==> src/rtl/rv32im_pkg.sv <==
// Shared definitions for the RV32M divide unit: FSM states, default width and
// the result constants used for divide-by-zero and signed overflow.
package rv32im_pkg;

   localparam int DEFAULT_XLEN = 32;

   localparam logic [DEFAULT_XLEN-1:0] DIV_BY_ZERO_Q       = {DEFAULT_XLEN{1'b1}};
   localparam logic [DEFAULT_XLEN-1:0] SIGNED_OVF_DIVIDEND = {1'b1, {(DEFAULT_XLEN-1){1'b0}}};

   typedef enum logic [1:0] {
      IDLE = 2'd0,
      CALC = 2'd1,
      FIX  = 2'd2,
      DONE = 2'd3
   } div_state_e;

endpackage

==> src/rtl/rv32im_div_step.sv <==
// One restoring-division iteration: shift {rem, quo} left, trial-subtract the
// divisor, and keep the difference only when it did not go negative.
module rv32im_div_step #(
   parameter int XLEN = 32
) (
   input  logic [XLEN:0]   rem,
   input  logic [XLEN-1:0] quo,
   input  logic [XLEN-1:0] divisor,
   output logic [XLEN:0]   rem_next,
   output logic [XLEN-1:0] quo_next
);

   logic [XLEN+1:0] shifted;
   logic [XLEN+1:0] trial;
   logic            negative;

   // One extra bit above the partial remainder keeps the borrow unambiguous.
   assign shifted  = {rem, quo[XLEN-1]};
   assign trial    = shifted - {2'b00, divisor};
   assign negative = trial[XLEN+1];

   assign rem_next = negative ? shifted[XLEN:0] : trial[XLEN:0];
   assign quo_next = {quo[XLEN-2:0], ~negative};

endmodule

==> src/rtl/rv32im_div.sv <==
// Iterative radix-2 restoring divider for DIV/DIVU/REM/REMU. Works on operand
// magnitudes and re-applies the signs in a single fix-up cycle at the end.
module rv32im_div
   import rv32im_pkg::*;
#(
   parameter int XLEN = DEFAULT_XLEN
) (
   input  logic            clk_i,
   input  logic            reset_ni,
   input  logic            start_i,
   input  logic            signed_i,
   input  logic [XLEN-1:0] dividend_i,
   input  logic [XLEN-1:0] divisor_i,
   output logic            busy_o,
   output logic            valid_o,
   output logic [XLEN-1:0] quotient_o,
   output logic [XLEN-1:0] remainder_o
);

   localparam int              CW           = $clog2(XLEN) + 1;
   localparam logic [XLEN-1:0] ALL_ONES     = {XLEN{1'b1}};
   localparam logic [XLEN-1:0] OVF_DIVIDEND = {1'b1, {(XLEN-1){1'b0}}};

   div_state_e      state, state_next;
   logic [CW-1:0]   counter, counter_next;
   logic [XLEN:0]   rem, rem_next;
   logic [XLEN-1:0] quo, quo_next;
   logic [XLEN-1:0] div_q, div_next;
   logic            neg_q, neg_q_next;
   logic            neg_r, neg_r_next;
   logic            busy_next, valid_next;
   logic [XLEN-1:0] quotient_next, remainder_next;

   logic [XLEN:0]   step_rem;
   logic [XLEN-1:0] step_quo;
   logic            dividend_neg, divisor_neg;

   rv32im_div_step #(.XLEN(XLEN)) u_step (
      .rem      (rem),
      .quo      (quo),
      .divisor  (div_q),
      .rem_next (step_rem),
      .quo_next (step_quo)
   );

   // Only two's-complement operations may treat a set MSB as a sign.
   assign dividend_neg = signed_i & dividend_i[XLEN-1];
   assign divisor_neg  = signed_i & divisor_i[XLEN-1];

   always_ff @(posedge clk_i or negedge reset_ni) begin
      if (!reset_ni) begin
         state       <= IDLE;
         counter     <= '0;
         rem         <= '0;
         quo         <= '0;
         div_q       <= '0;
         neg_q       <= 1'b0;
         neg_r       <= 1'b0;
         busy_o      <= 1'b0;
         valid_o     <= 1'b0;
         quotient_o  <= '0;
         remainder_o <= '0;
      end else begin
         state       <= state_next;
         counter     <= counter_next;
         rem         <= rem_next;
         quo         <= quo_next;
         div_q       <= div_next;
         neg_q       <= neg_q_next;
         neg_r       <= neg_r_next;
         busy_o      <= busy_next;
         valid_o     <= valid_next;
         quotient_o  <= quotient_next;
         remainder_o <= remainder_next;
      end
   end

   // A start pulse wins in every state, so an in-flight operation is simply dropped.
   always_comb begin
      state_next     = state;
      counter_next   = counter;
      rem_next       = rem;
      quo_next       = quo;
      div_next       = div_q;
      neg_q_next     = neg_q;
      neg_r_next     = neg_r;
      busy_next      = busy_o;
      valid_next     = valid_o;
      quotient_next  = quotient_o;
      remainder_next = remainder_o;

      if (start_i) begin
         if (divisor_i == '0) begin
            quotient_next  = ALL_ONES;
            remainder_next = dividend_i;
            busy_next      = 1'b0;
            valid_next     = 1'b1;
            state_next     = DONE;
         end else if (signed_i && dividend_i == OVF_DIVIDEND && divisor_i == ALL_ONES) begin
            quotient_next  = dividend_i;
            remainder_next = '0;
            busy_next      = 1'b0;
            valid_next     = 1'b1;
            state_next     = DONE;
         end else begin
            neg_q_next   = dividend_neg ^ divisor_neg;
            neg_r_next   = dividend_neg;
            quo_next     = dividend_neg ? -dividend_i : dividend_i;
            div_next     = divisor_neg ? -divisor_i : divisor_i;
            rem_next     = '0;
            counter_next = '0;
            busy_next    = 1'b1;
            valid_next   = 1'b0;
            state_next   = CALC;
         end
      end else begin
         case (state)
            CALC: begin
               rem_next     = step_rem;
               quo_next     = step_quo;
               counter_next = counter + CW'(1);
               if (counter == CW'(XLEN - 1)) begin
                  state_next = FIX;
               end
            end
            FIX: begin
               quotient_next  = neg_q ? -quo : quo;
               remainder_next = neg_r ? -rem[XLEN-1:0] : rem[XLEN-1:0];
               busy_next      = 1'b0;
               valid_next     = 1'b1;
               state_next     = DONE;
            end
            default: begin
            end
         endcase
      end
   end

endmodule

==> config.mk <==
export PLATFORM = sky130hd
export DESIGN_NAME = rv32im_div
export DESIGN_NICKNAME = d
export VERILOG_FILES = /design/src/rtl/rv32im_pkg.sv /design/src/rtl/rv32im_div_step.sv /design/src/rtl/rv32im_div.sv
export SDC_FILE = /design/constraint.sdc
export NUM_CORES = 1
export LEC_CHECK = 0
export BUFFER_PORTS_ARGS = -buffer_cell sky130_fd_sc_hd__buf_4
export CORE_MARGIN = 2
export CORE_UTILIZATION = 44
export DETAILED_ROUTE_END_ITERATION = 8
export PLACE_DENSITY_LB_ADDON = 0.3
export SETUP_SLACK_MARGIN = 0.05
export SYNTH_ARGS = -nofsm -noshare
export SYNTH_HDL_FRONTEND = slang
export SYNTH_SLANG_ARGS = --single-unit
==> constraint.sdc <==
create_clock -name clk_i -period 3.1 [get_ports clk_i]
set_input_delay 0.155 -clock clk_i [delete_from_list [all_inputs] [get_ports clk_i]]
set_output_delay 0.155 -clock clk_i [all_outputs]
set_load 0.02 [all_outputs]
* Yosys cells after proc, flatten, opt, wreduce, memory -nomap -nowiden
Index checks and enable logic that the tools add are counted.
Word-level totals: bits in registers 173, bits in latches 0, bits in writable memories 0, memory bits (read-only) 0, bits of input ports 68, output and inout bits 66, memories kept 0
Operators by class: add/sub/neg operators 6, $mul 0, div/mod/pow operators 0, magnitude comparators 0, equal/unequal tests 9, shifts and indexed selects 0, multiplexer cells 38, bitwise logic cells 6, reduce and logical (&&, ||, !) cells 10
Operators by type and width (count):
- 32-bit two-way mux | 16
- 33-bit two-way mux | 5
- 32-bit negator | 4
- 32-bit == test (second input constant) | 2
- 34-bit by 32-bit subtractor with 34-bit output | 1
- 32-bit logical NOT | 1
- 6-bit two-way mux | 4
- 1-bit two-way mux | 8
- 2-bit two-way mux | 4
- 6-bit by 1-bit adder with 6-bit output (second input constant) | 1
- 6-bit by 5-bit == test with 1-bit output (second input constant) | 1
- 3-bit AND reduction | 2
- 2-bit != test (second input constant) | 2
- 2-bit one-hot mux with 2 select lines | 1
- 2-bit AND reduction | 2
- 2-bit nonzero test | 2
- 3-bit by 1-bit != test with 1-bit output (second input constant) | 1
- 3-bit != test (second input constant) | 1
- 1-bit inverter | 3
- 3-bit nonzero test | 1
- 1-bit bitwise AND | 2
- 2-bit by 1-bit == test with 1-bit output (second input constant) | 1
- 2-bit == test (second input constant) | 1
- 1-bit logical AND | 2
- 1-bit XOR | 1

* Logic depth before layout (Yosys ltp)
Gate-level depths: netlist of the first run.
word-level depth 6, mapped depth 13, gate-level depth less buffers 12

* Modules after synthesis
A second synthesis of the first run with hierarchy kept.
Unflattened totals: cell total of the unflattened synthesis 1348, area total of the unflattened synthesis 12796.0 sq um
By module, submodules not included:
- rv32im_div | instances 1, cells each 1011, area an instance 10349.9 sq um, sequential area each 4329.2 sq um
- rv32im_div_step | instances 1, cells each 337, area an instance 2446.1 sq um, sequential area each 0.0 sq um

* Worst setup path after synthesis of the first run
OpenSTA, ideal clock, no wires.
path kind reg2reg, start point reg rem[0], end point reg rem[17], setup time 0.134 ns, arrival time 2.609 ns, data required time 2.966 ns, setup slack 0.357 ns, stages on the path, launching flop included 12, path buffers 2, period minus slack after synthesis 2.743 ns, cells stage by stage dfrtp_1 > ha_1 > nor2b_1 > o31a_1 > o311ai_4 > nand3_1 > a32o_1 > a21oi_1 > buf_4 > buf_4 > mux2i_1 > o21ai_0
Between the ends: word-level cells in the longest chain between the ends 4
Ends and longest elaborated chain:
- from (decl) | line rv32im_div.sv:26 | logic [XLEN:0] rem, rem_next;
- from (signal assigned) | line rv32im_div.sv:66 | rem <= rem_next;
- 34-bit by 32-bit subtractor with 34-bit output | line rv32im_div_step.sv:19 | assign trial = shifted - {2'b00, divisor};
- 33-bit two-way mux | line rv32im_div_step.sv:22 | assign rem_next = negative ? shifted[XLEN:0] : trial[XLEN:0];
- 33-bit two-way mux | line rv32im_div.sv:117 | case (state)
- 33-bit two-way mux | line rv32im_div.sv:92 | if (start_i) begin
No other way between the ends. The select of a mux whose other input is x is not followed. A chain may end at the register's enable or synchronous reset.

* Final worst setup path of the first run
start point reg rem[0], end point reg rem[22]
The elaborated chain is that of the path after synthesis.

==> impl_results.md, run 1 <==
- Run status: finished clean
- Total die area: 29200 um^2
- Skew-Pair Late Insertion Delay: 0.45 ns
- Post-synthesis compound-gate area fraction: 23.1%
- Leading post-synthesis cells by cell area: sky130_fd_sc_hd__dfrtp_1, sky130_fd_sc_hd__nand2_1, sky130_fd_sc_hd__xnor2_1
- Clock tree from TritonCTS: yes
- Wire length of the first global-routing pass: 56300 um
- Cts bufs inserted: 17
- Fin crit share: 94.7%
- Sequential area share after synthesis: 35.4%
- Number of search-and-repair iterations in the first detailed-routing pass: 5
- Die Width: 171 um
- Mean instance size in the synthesized netlist: 8.39 um^2
- DP Wirelength: 26800 um
- Synthesized net count: 1565
- Detailed-route vias per instance: 5.66
- Maximum number of pins on one net before global-route repair: 83
- Synth Area in Simple Gates: 18.1%
- Maximum resistive drop on vdd: 0.420 mV
- Total core area: 27600 um^2
- HP Class: input port to flip-flop
- RSZ-0062 raised after global routing: yes
- FFs w/ async S/R, synth: 100%
- Number of input and output port buffers inserted: 133
- Startpoint type of the worst setup path: flip-flop
- Dominant combinational cell family by area after synthesis: compound AO/OA/AOI/OAI gates
- Fill cell total of the finished layout: 2576
- ANT nets after route: 0
- Worst setup skew after layout: 0.0247 ns
- Mux share of post-synthesis cell area: 5.98%
- Final wirelength: 34800 um
- GPL Wtd Cong: 0.955
- Clock Path Buffers: 2
- Final Max Tran Viols: 0
- Routed WL per cell: 17.5 um
- Site Rows: 61
- Starting density of the core: 44.4%
- Critical-path cell with the highest stage delay: sky130_fd_sc_hd__dfrtp_1
- Distinct cell type count after synthesis: 81
- Initial antenna violation count: 0
- Peak per-stage delay on the critical path: 0.46 ns
- CP cell instances: ha_1 -> nor2b_1 -> o31a_1 -> o311ai_4 -> nand3_2 -> a32o_1 -> a21oi_4 -> buf_12 -> mux2i_1 -> o21ai_0
- Arrival time of data at the critical path endpoint: 3.23 ns
- Post-route setup TNS: 0 ns
- Min cycle time layout: 2.93 ns
- Classification of the worst setup path: flip-flop to flip-flop
- Die H: 171 um
- Worst Path Max Fanout: 11
- Max Cap Viol: 0
- Count of flip-flops with a built-in enable after synthesis: 0
- Clk root buf: sky130_fd_sc_hd__clkbuf_16
- Overflow left after global routing: 0
- Cell Area, Synth: 12200 um^2
- Diodes inserted: 0
- Adder-Cell Fraction of Synth Area: 4.05%
- Vias in the first global route: 10.7k
- Leakage dissipation: 0.00632 uW
- DRC Markers: 0
- Violation count after the first detailed-route iteration: 864
- Most frequent cells after synthesis: sky130_fd_sc_hd__nand2_1, sky130_fd_sc_hd__dfrtp_1, sky130_fd_sc_hd__o21ai_0, sky130_fd_sc_hd__a21oi_1, sky130_fd_sc_hd__nor2_1
- IO Pins: 134
- Overall fraction of global-route tracks in use: 24.3%
- Most instantiated flip-flop cell in the synthesis netlist: sky130_fd_sc_hd__dfrtp_1
- Area used by sequential logic in the layout: 4330 um^2
- Clock-pin slew on the worst setup and hold paths: 0.08 ns
- Fraction of post-synthesis cell area in the top cell type by area: 35.4%
- Max-slew headroom at the worst pin: 38.7%
- Mapped Cells: 1458
- Flip-flop and latch count after synthesis: 173
- Parity-gate share of the synthesized area counting xor and xnor cells: 8.52%
- Final hold viol count: 0
- Total of warnings raised by yosys: 0
- Net count of the finished layout: 1708
- Number of sinks driven by the clock tree: 173
- PD cells: 747 nW/um^2
- Worst-case hold slack: 0.0276 ns
- Required time of the critical path: 3.40 ns
- Peak clock frequency supported by timing: 341 MHz
- Cell taking the most area after synthesis: sky130_fd_sc_hd__dfrtp_1
- Crit end category: flip-flop
- Final Setup Violations: 0
- Slew of the pin with the lowest slew margin: 0.919 ns
- H-tree Lvls: 4
- Layout cell share with drive strength beyond 1: 17.9%
- Routed vias: 11.3k
- Multi-input gate area: 7360 um^2
- Most repeated cell in the gate-level netlist after synthesis: sky130_fd_sc_hd__nand2_1
- Layout area overhead: 19.3%
[metal layers]
layer  up-vias  track usage (%)  part of all wire [%]
li1       5545                -                     -
met1      5375             34.4                    47
met2       315             39.1                    45
met3        35             3.47                   6.1
met4         0             6.43                   1.6
met5         -                0                     0
[layout make-up]
cell class | instances | share of cell area (%)
clock buffer | 18 | 3.01
clock inverter | 14 | 1.08
inverter | 55 | 1.41
timing repair buffer | 206 | 11.2
tap | 378 | 3.24
sequential | 173 | 29.7
multi-input combinational | 1148 | 50.4
[worst paths after layout]
check,startpoint,to,slack [ns],cells after the start
max reg2reg,rem[0],rem[22],0.17,10
min in group asynchronous,reset_ni,quo[4],0.35,2
min,dividend_i[26],quo[26],0.03,4
max,rem[0],rem[22],0.17,10
min reg2reg,div_q[21],div_q[21],0.48,2
max in group asynchronous,reset_ni,rem[22],1.94,3
[through the flow]
| stage | area (um^2) | instances | util (%) | total power, uW | worst slack (ns) |
|---|---|---|---|---|---|
| 5_1_grt | 14600 | 1992 | 53.0 | 11700 | 0.0257 |
| 3_5_place_dp | 13900 | 1957 | 50.6 | 8570 | 0.0189 |
| 2_1_floorplan | 12200 | 1458 | - | 6820 | 0.357 |
| 3_3_place_gp | 13900 | 1957 | 50.6 | 8480 | 0.0853 |
| 6_report | 14600 | 1992 | 53.0 | 10900 | 0.165 |
| 4_1_cts | 14600 | 1990 | 52.8 | 10800 | 0.0732 |
[logic make-up after synthesis]
kind of cell | after synthesis
xor+xnor | 119
buf+inv | 137
mux | 70
simple gates | 464
fa+ha+maj | 39
compound gates | 456
flops | 173
[repair_timing]
item                                    4_1_cts  5_1_grt
pin swaps                                     0        2
resized for setup                             1        8
endpoints found under the hold margin        78        0
endpoints found under the setup margin        1       33
setup buffers                                 0        2
hold buffers                                  1        0
[worst max-delay path: cells and delay by family, from the launching register on]
family / cells / cell delay [ns]
muxes: 1 / 0.20
and+or+nand+nor: 2 / 0.34
buffers and inverters: 1 / 0.19
AOI/OAI and AO/OA: 5 / 1.29
DFF: 1 / 0.46
adders and majority gates: 1 / 0.32
[flip-flops by register name (all words and copies together) (netlist names), 2 cells and up]
| name | flops |
|---|---|
| counter | 6 |
| rem | 33 |
| quotient_o | 32 |
| div_q | 32 |
| remainder_o | 32 |
| state | 2 |
| quo | 32 |
[layout by cell type (no fill, tap or decap), drive strengths merged, types with 45 or more instances in the layout]
cell	Yosys	routed
buf	32	205
a21oi	104	104
xor2	45	45
o21ai	184	184
mux2i	45	45
dfrtp	173	173
nor2	103	103
inv	55	60
nand2	192	192
xnor2	74	74
[report_power, final]
part | switching [uW] | internal, uW
logic | 3130 | 2470
registers | 475 | 2620
clock network | 990 | 1230
Note: power is estimated with default switching activity, not from simulation.
==> run 2: changes to the inputs <==
==> constraint.sdc (replaced) <==
create_clock -name clk_i -period 2.4 [get_ports clk_i]
set_input_delay 0.12 -clock clk_i [delete_from_list [all_inputs] [get_ports clk_i]]
set_output_delay 0.12 -clock clk_i [all_outputs]
set_load 0.02 [all_outputs]
==> run 2 against run 1 <==
- the flow now finishes with violations (negative hold slack, negative setup slack)
- count of clock-buffer cells in the layout decreased by 1
- flip-flop and latch count is the same
- clock power rose by 28%
- final cell count is 14% higher
- critical path type unchanged
==> impl_results.md, run 2 (synthesis results as in run 1) <==
- Final wirelength: 39800 um (+14%)
- Failing checks: negative hold slack, negative setup slack
- Maximum resistive drop on vdd: 0.739 mV (+76%)
- Vias in the first global route: 12.4k (+16%)
- Finished Core Util: 63.7% (+11 points)
- H-tree Lvls: 4 (unchanged)
- Clk root buf: sky130_fd_sc_hd__clkbuf_16
- Final Max Tran Viols: 0 (unchanged)
- Number of sinks driven by the clock tree: 173 (unchanged)
- Overflow left after global routing: 0 (unchanged)
- Max Cap Viol: 0 (unchanged)
- Die Width: 171 um (unchanged)
- Placed cell count: 2200 (+12%)
- Die H: 171 um (unchanged)
- Layout cell share with drive strength beyond 1: 35.3% (+17 points)
- Clock Path Buffers: 2 (unchanged)
- Initial antenna violation count: 0 (unchanged)
- Max-slew headroom at the worst pin: 51.2% (+12 points)
- Total core area: 27600 um^2 (unchanged)
- Number of search-and-repair iterations in the first detailed-routing pass: 6 (+1)
- Commonest non-fill, non-tap cells in the layout: sky130_fd_sc_hd__buf_4, sky130_fd_sc_hd__nand2_1, sky130_fd_sc_hd__dfrtp_1, sky130_fd_sc_hd__o21ai_0, sky130_fd_sc_hd__nor2_1
- Clock tree from TritonCTS: yes
- Share of total power in the clock network: 15.7% (-4.6 points)
- Maximum number of pins on one net before global-route repair: 68 (-18%)
- Worst-case setup margin in the final layout: -0.303 ns (-0.468 ns)
- Final Cell Area: 17600 um^2 (+20%)
- Most common cell after layout, fill and taps aside: sky130_fd_sc_hd__buf_4
- Worst R2R Start: rem[0]
- Skew-Pair Late Insertion Delay: 0.45 ns (about the same)
- Worst slack, placed: -0.361 ns (-0.380 ns)
- Routed WL per cell: 17.6 um (+0.64%)
- Leakage dissipation: 0.00782 uW (+24%)
- Violation count after the first detailed-route iteration: 816 (-5.6%)
- Site Rows: 61 (unchanged)
- Worst hold path cell count: 3 (-1)
- Cts bufs inserted: 17 (unchanged)
- Net count of the finished layout: 1980 (+16%)
- Worst setup skew after layout: 0.0110 ns (-0.0137 ns)
- R2R Path End: rem[15]
- PD cells: 1040 nW/um^2 (+39%)
- Final hold viol count: 1 (+1)
- RSZ-0062 raised after global routing: yes
- Combinational power share: 62.9% (+12 points)
- Classification of the worst setup path: flip-flop to flip-flop
- Register-to-register setup slack: -0.30 ns (-0.47 ns)
- Crit end category: flip-flop
- Layout area overhead: 43.5%
- Wire length of the first global-routing pass: 63300 um (+12%)
- Min-Delay Startpoint: divisor_i[27]
- Overall fraction of global-route tracks in use: 27.2% (+2.8 points)
- Reg2reg path depth: 11 (+1)
- Final Setup Violations: 39 (+39)
- DP Area: 15800 um^2 (+14%)
- Number of flip-flops in the largest register: 33 (unchanged)
- Worst Path Max Fanout: 6 (-5)
- Min cycle time layout: 2.70 ns (-0.232 ns)
- Slew of the pin with the lowest slew margin: 0.730 ns (-0.189 ns)
- Hold Path Sink: div_q[27]
- Count of non-filler cells in the finished layout: 2263 (+14%)
- Worst-case hold slack: -0.00390 ns (-0.0315 ns)
- Total die area: 29200 um^2 (unchanged)
- Switching Share: 41.3% (-0.76 points)
- Detailed-route vias per instance: 5.59 (-1.2%)
- Startpoint type of the worst setup path: flip-flop
- Arrival time of data at the critical path endpoint: 3.02 ns (-0.21 ns)
- Sequential share of power: 21.4% (-7.0 points)
- Run status: complete, but fails checks
- Peak clock frequency supported by timing: 370 MHz (+8.6%)
- Diodes inserted: 0 (unchanged)
- HP Class: input port to flip-flop
- Starting density of the core: 44.4% (unchanged)
- Clock-pin slew on the worst setup and hold paths: 0.07 ns (about the same)
- Top reg by flops: rem
- DRC Markers: 0 (unchanged)
- ANT nets after route: 0 (unchanged)
- Required time of the critical path: 2.71 ns (-0.69 ns)
- Routed vias: 12.7k (+12%)
- Number of input and output port buffers inserted: 133 (unchanged)
- GPL Wtd Cong: 0.946 (-1.0%)
- DP Wirelength: 29400 um (+9.8%)
- Fin crit share: 113% (+18 points)
- Switch Pwr: 7520 uW (+64%)
- IO Pins: 134 (unchanged)
- Int Power: 10700 uW (+69%)
==> run 2: critical path, stage by stage, from the launching register on <==
cell,delay [ns]
sky130_fd_sc_hd__dfrtp_1,0.41
sky130_fd_sc_hd__ha_1,0.31
sky130_fd_sc_hd__nor2b_4,0.13
sky130_fd_sc_hd__o31a_1,0.28
sky130_fd_sc_hd__o311ai_4,0.26
sky130_fd_sc_hd__nand3_2,0.15
sky130_fd_sc_hd__a32o_2,0.31
sky130_fd_sc_hd__a21oi_4,0.17
sky130_fd_sc_hd__buf_6,0.17
sky130_fd_sc_hd__buf_16,0.14
sky130_fd_sc_hd__mux2i_1,0.18
sky130_fd_sc_hd__o21ai_1,0.08
==> run 2: what timing repair did <==
action / 4_1_cts / 5_1_grt
buffers inserted: 21 / 6
hold buffers: 4 / 0
hold endpoints to repair: 53 / 0
setup endpoints to repair: 62 / 74
pin swaps: 57 / 31
cloned: 4 / 0
resized for setup: 145 / 37
==> run 2: worst max path at each step <==
| stage | cells past startpoint | start | endpoint | slack (ns) |
|---|---|---|---|---|
| after floorplan | 11 | rem[0] | rem[17] | -0.27 |
| after global placement | 10 | divisor_i[15] | div_q[1] | -0.38 |
| after detailed placement | 9 | rem[27] | rem[25] | -0.36 |
| after CTS | 11 | rem[0] | rem[4] | -0.25 |
| after global routing | 11 | rem[0] | rem[15] | -0.43 |
| final | 11 | rem[0] | rem[15] | -0.30 |
==> run 2: cell type report <==
cell class | count | area [um^2]
Clock buffer | 17 | 425
Clock inverter | 14 | 158
Timing Repair Buffer | 477 | 3790
Sequential cell | 173 | 4330
Inverter | 55 | 206
Fill cell | 2247 | 9990
Tap cell | 378 | 473
Multi-Input combinational cell | 1149 | 8170
==> run 2: per-stage QoR <==
step	power, uW	TNS (ns)	hold WS [ns]
floorplan	8940	-6.66	-0.176
global placement	12900	-31.47	0.116
detailed placement	13100	-33.40	0.116
CTS	17600	-8.13	0.000968
global route	19200	-13.63	0.00811
finish	18200	-8.88	-0.00390
==> run 2: power groups by stage <==
stage / sequential [uW] / combinational [uW] / clock (uW)
floorplan: 4010 / 4930 / 0
global placement: 3880 / 9040 / 0
detailed placement: 3910 / 9210 / 0
CTS: 3860 / 10900 / 2860
global route: 3940 / 12200 / 2990
finish: 3900 / 11400 / 2850
==> run 2: metal layers <==
metal	global-route usage [%]	up-vias	share of wire, %
li1	-	6096	-
met1	36.1	6040	44
met2	46.1	433	48
met3	3.24	81	5.3
met4	8.96	0	2.6
met5	0	-	0
==> run 3: changes to the inputs <==
--- a/config.mk
+++ b/config.mk
@@ -10,6 +10,7 @@
 export CORE_UTILIZATION = 44
 export DETAILED_ROUTE_END_ITERATION = 8
 export PLACE_DENSITY_LB_ADDON = 0.3
+export RECOVER_POWER = 100
 export SETUP_SLACK_MARGIN = 0.05
 export SYNTH_ARGS = -nofsm -noshare
 export SYNTH_HDL_FRONTEND = slang
==> run 3 against run 2 <==
- the run ends with negative setup slack left
- largest cell class unchanged
- worst setup slack got worse by 0.0057 ns
- critical path type is now input port to flip-flop
- die area unchanged
- clock power about the same
- utilization decreased by 1.1 points
==> impl_results.md, run 3 (synthesis results as in run 1) <==
- Max Cap Viol: 0 (unchanged)
- Max-slew headroom at the worst pin: 9.07% (-42 points)
- Number of sinks driven by the clock tree: 173 (unchanged)
- Fin crit share: 113% (+0.24 points)
- DP Wirelength: 29400 um (unchanged)
- Number of flip-flops in the largest register: 33 (unchanged)
- PD cells: 1050 nW/um^2 (+1.5%)
- Worst-case setup margin in the final layout: -0.309 ns (-0.00566 ns)
- Maximum number of pins on one net before global-route repair: 68 (unchanged)
- Die Width: 171 um (unchanged)
- Most common cell after layout, fill and taps aside: sky130_fd_sc_hd__buf_4
- Arrival time of data at the critical path endpoint: 2.96 ns (-0.06 ns)
- Detailed-route vias per instance: 5.60 (+0.17%)
- IO Pins: 134 (unchanged)
- Number of search-and-repair iterations in the first detailed-routing pass: 5 (-1)
- DP Area: 15800 um^2 (unchanged)
- Commonest non-fill, non-tap cells in the layout: sky130_fd_sc_hd__buf_4, sky130_fd_sc_hd__nand2_1, sky130_fd_sc_hd__dfrtp_1, sky130_fd_sc_hd__o21ai_0, sky130_fd_sc_hd__nor2_1
- RSZ-0062 raised after global routing: yes
- Clk root buf: sky130_fd_sc_hd__clkbuf_16
- Final Setup Violations: 75 (+92%)
- Worst Path Max Fanout: 52 (+46)
- Initial antenna violation count: 0 (unchanged)
- Starting density of the core: 44.4% (unchanged)
- Total core area: 27600 um^2 (unchanged)
- Total die area: 29200 um^2 (unchanged)
- DRC Markers: 0 (unchanged)
- Run status: complete, but fails checks
- Failing checks: negative setup slack
- Slew of the pin with the lowest slew margin: 1.36 ns (+0.634 ns)
- Overflow left after global routing: 0 (unchanged)
- Worst setup skew after layout: 0.0115 ns (+0.000528 ns)
- Classification of the worst setup path: input port to flip-flop
- Final wirelength: 39800 um (+0.12%)
- Number of input and output port buffers inserted: 133 (unchanged)
- Layout area overhead: 40.9%
- GPL Wtd Cong: 0.946 (unchanged)
- Layout cell share with drive strength beyond 1: 31.6% (-3.7 points)
- Top reg by flops: rem
- Skew-Pair Late Insertion Delay: 0.44 ns (about the same)
- Min cycle time layout: 2.71 ns (+0.00566 ns)
- Final Max Tran Viols: 0 (unchanged)
- Violation count after the first detailed-route iteration: 789 (-3.3%)
- Clock tree from TritonCTS: yes
- Maximum resistive drop on vdd: 0.736 mV (-0.42%)
- Clock Path Buffers: 2 (unchanged)
- Required time of the critical path: 2.65 ns (-0.06 ns)
- Site Rows: 61 (unchanged)
- Worst-case hold slack: 0.000669 ns (+0.00456 ns)
- Leakage dissipation: 0.00753 uW (-3.7%)
- HP Class: input port to flip-flop
- Finished Core Util: 62.6% (-1.1 points)
- Die H: 171 um (unchanged)
- Final hold viol count: 0 (-1)
- Overall fraction of global-route tracks in use: 27.2% (unchanged)
- H-tree Lvls: 4 (unchanged)
- ANT nets after route: 0 (unchanged)
- Final Cell Area: 17200 um^2 (-1.8%)
- Diodes inserted: 0 (unchanged)
- Clock-pin slew on the worst setup and hold paths: 0.07 ns (about the same)
- Startpoint type of the worst setup path: input port
- Peak clock frequency supported by timing: 369 MHz (-0.21%)
- Cts bufs inserted: 17 (unchanged)
- Crit end category: flip-flop
- Routed vias: 12.7k (+0.17%)
- Net count of the finished layout: 1980 (unchanged)
- Wire length of the first global-routing pass: 63300 um (unchanged)
- Vias in the first global route: 12.4k (unchanged)
- Routed WL per cell: 17.6 um (+0.12%)
- Worst slack, placed: -0.361 ns (unchanged)
## run 3: where the power goes
group	internal [uW]	switching [uW]	total, uW	leakage (uW)
registers	3390	507	3900	0.00217
logic	5670	5700	11400	0.00508
clock network	1550	1300	2850	0.000283
## run 3: final cells by class
class	count	area (um^2)
fill	2348	10300
multi-input combinational	1149	8160
sequential	173	4330
timing repair buffer	477	3490
tap	378	473
clock buffer	17	425
inverter	55	206
clock inverter	14	158
## run 3: final timing paths
check / from / end / slack (ns) / cells past startpoint
worst max-delay path: dividend_i[18] / div_q[1] / -0.31 / 11
worst min-delay path: divisor_i[27] / div_q[27] / 0.0007 / 3
worst max register to register: rem[0] / rem[15] / -0.30 / 11
worst min register to register: div_q[21] / div_q[21] / 0.48 / 2
max in group asynchronous: reset_ni / rem[9] / 0.24 / 3
min in group asynchronous: reset_ni / quotient_o[6] / 0.52 / 2
## run 3: routing by layer
| layer | track usage, % | wire, um | vias up |
|---|---|---|---|
| met5 | 0 | 0 | - |
| met4 | 8.96 | 1140 | 0 |
| met3 | 3.24 | 2280 | 89 |
| met2 | 46.1 | 18800 | 430 |
| met1 | 36.1 | 17700 | 6051 |
| li1 | - | - | 6101 |
## run 3: per-stage QoR
| step | setup TNS [ns] | total power, uW | instances |
|---|---|---|---|
| global route | -34.35 | 19100 | 2263 |
| floorplan | -6.66 | 8940 | 1458 |
| finish | -11.39 | 18100 | 2263 |
| global placement | -31.47 | 12900 | 2200 |
| detailed placement | -33.40 | 13100 | 2200 |
| CTS | -8.13 | 17600 | 2259 |
## run 3: what timing repair did
action                                  in CTS  in global routing
pin swaps                                   57                 31
hold endpoints to repair                    53                  0
gates resized for setup                    145                 37
gates cloned                                 4                  0
setup buffers                               21                  6
endpoints found under the setup margin      62                 74
hold buffers                                 4                  0
## run 3: critical path, cell delays in order
cell and delay, ns:
sky130_fd_sc_hd__dlygate4sd3_1 0.53, sky130_fd_sc_hd__clkbuf_2 0.15, sky130_fd_sc_hd__nor4_1 0.32, sky130_fd_sc_hd__clkbuf_1 0.17
sky130_fd_sc_hd__nand4_1 0.20, sky130_fd_sc_hd__o22ai_1 0.38, sky130_fd_sc_hd__clkbuf_1 0.22, sky130_fd_sc_hd__nor2_4 0.06
sky130_fd_sc_hd__clkbuf_4 0.38, sky130_fd_sc_hd__nor2_1 0.29, sky130_fd_sc_hd__a31oi_1 0.13
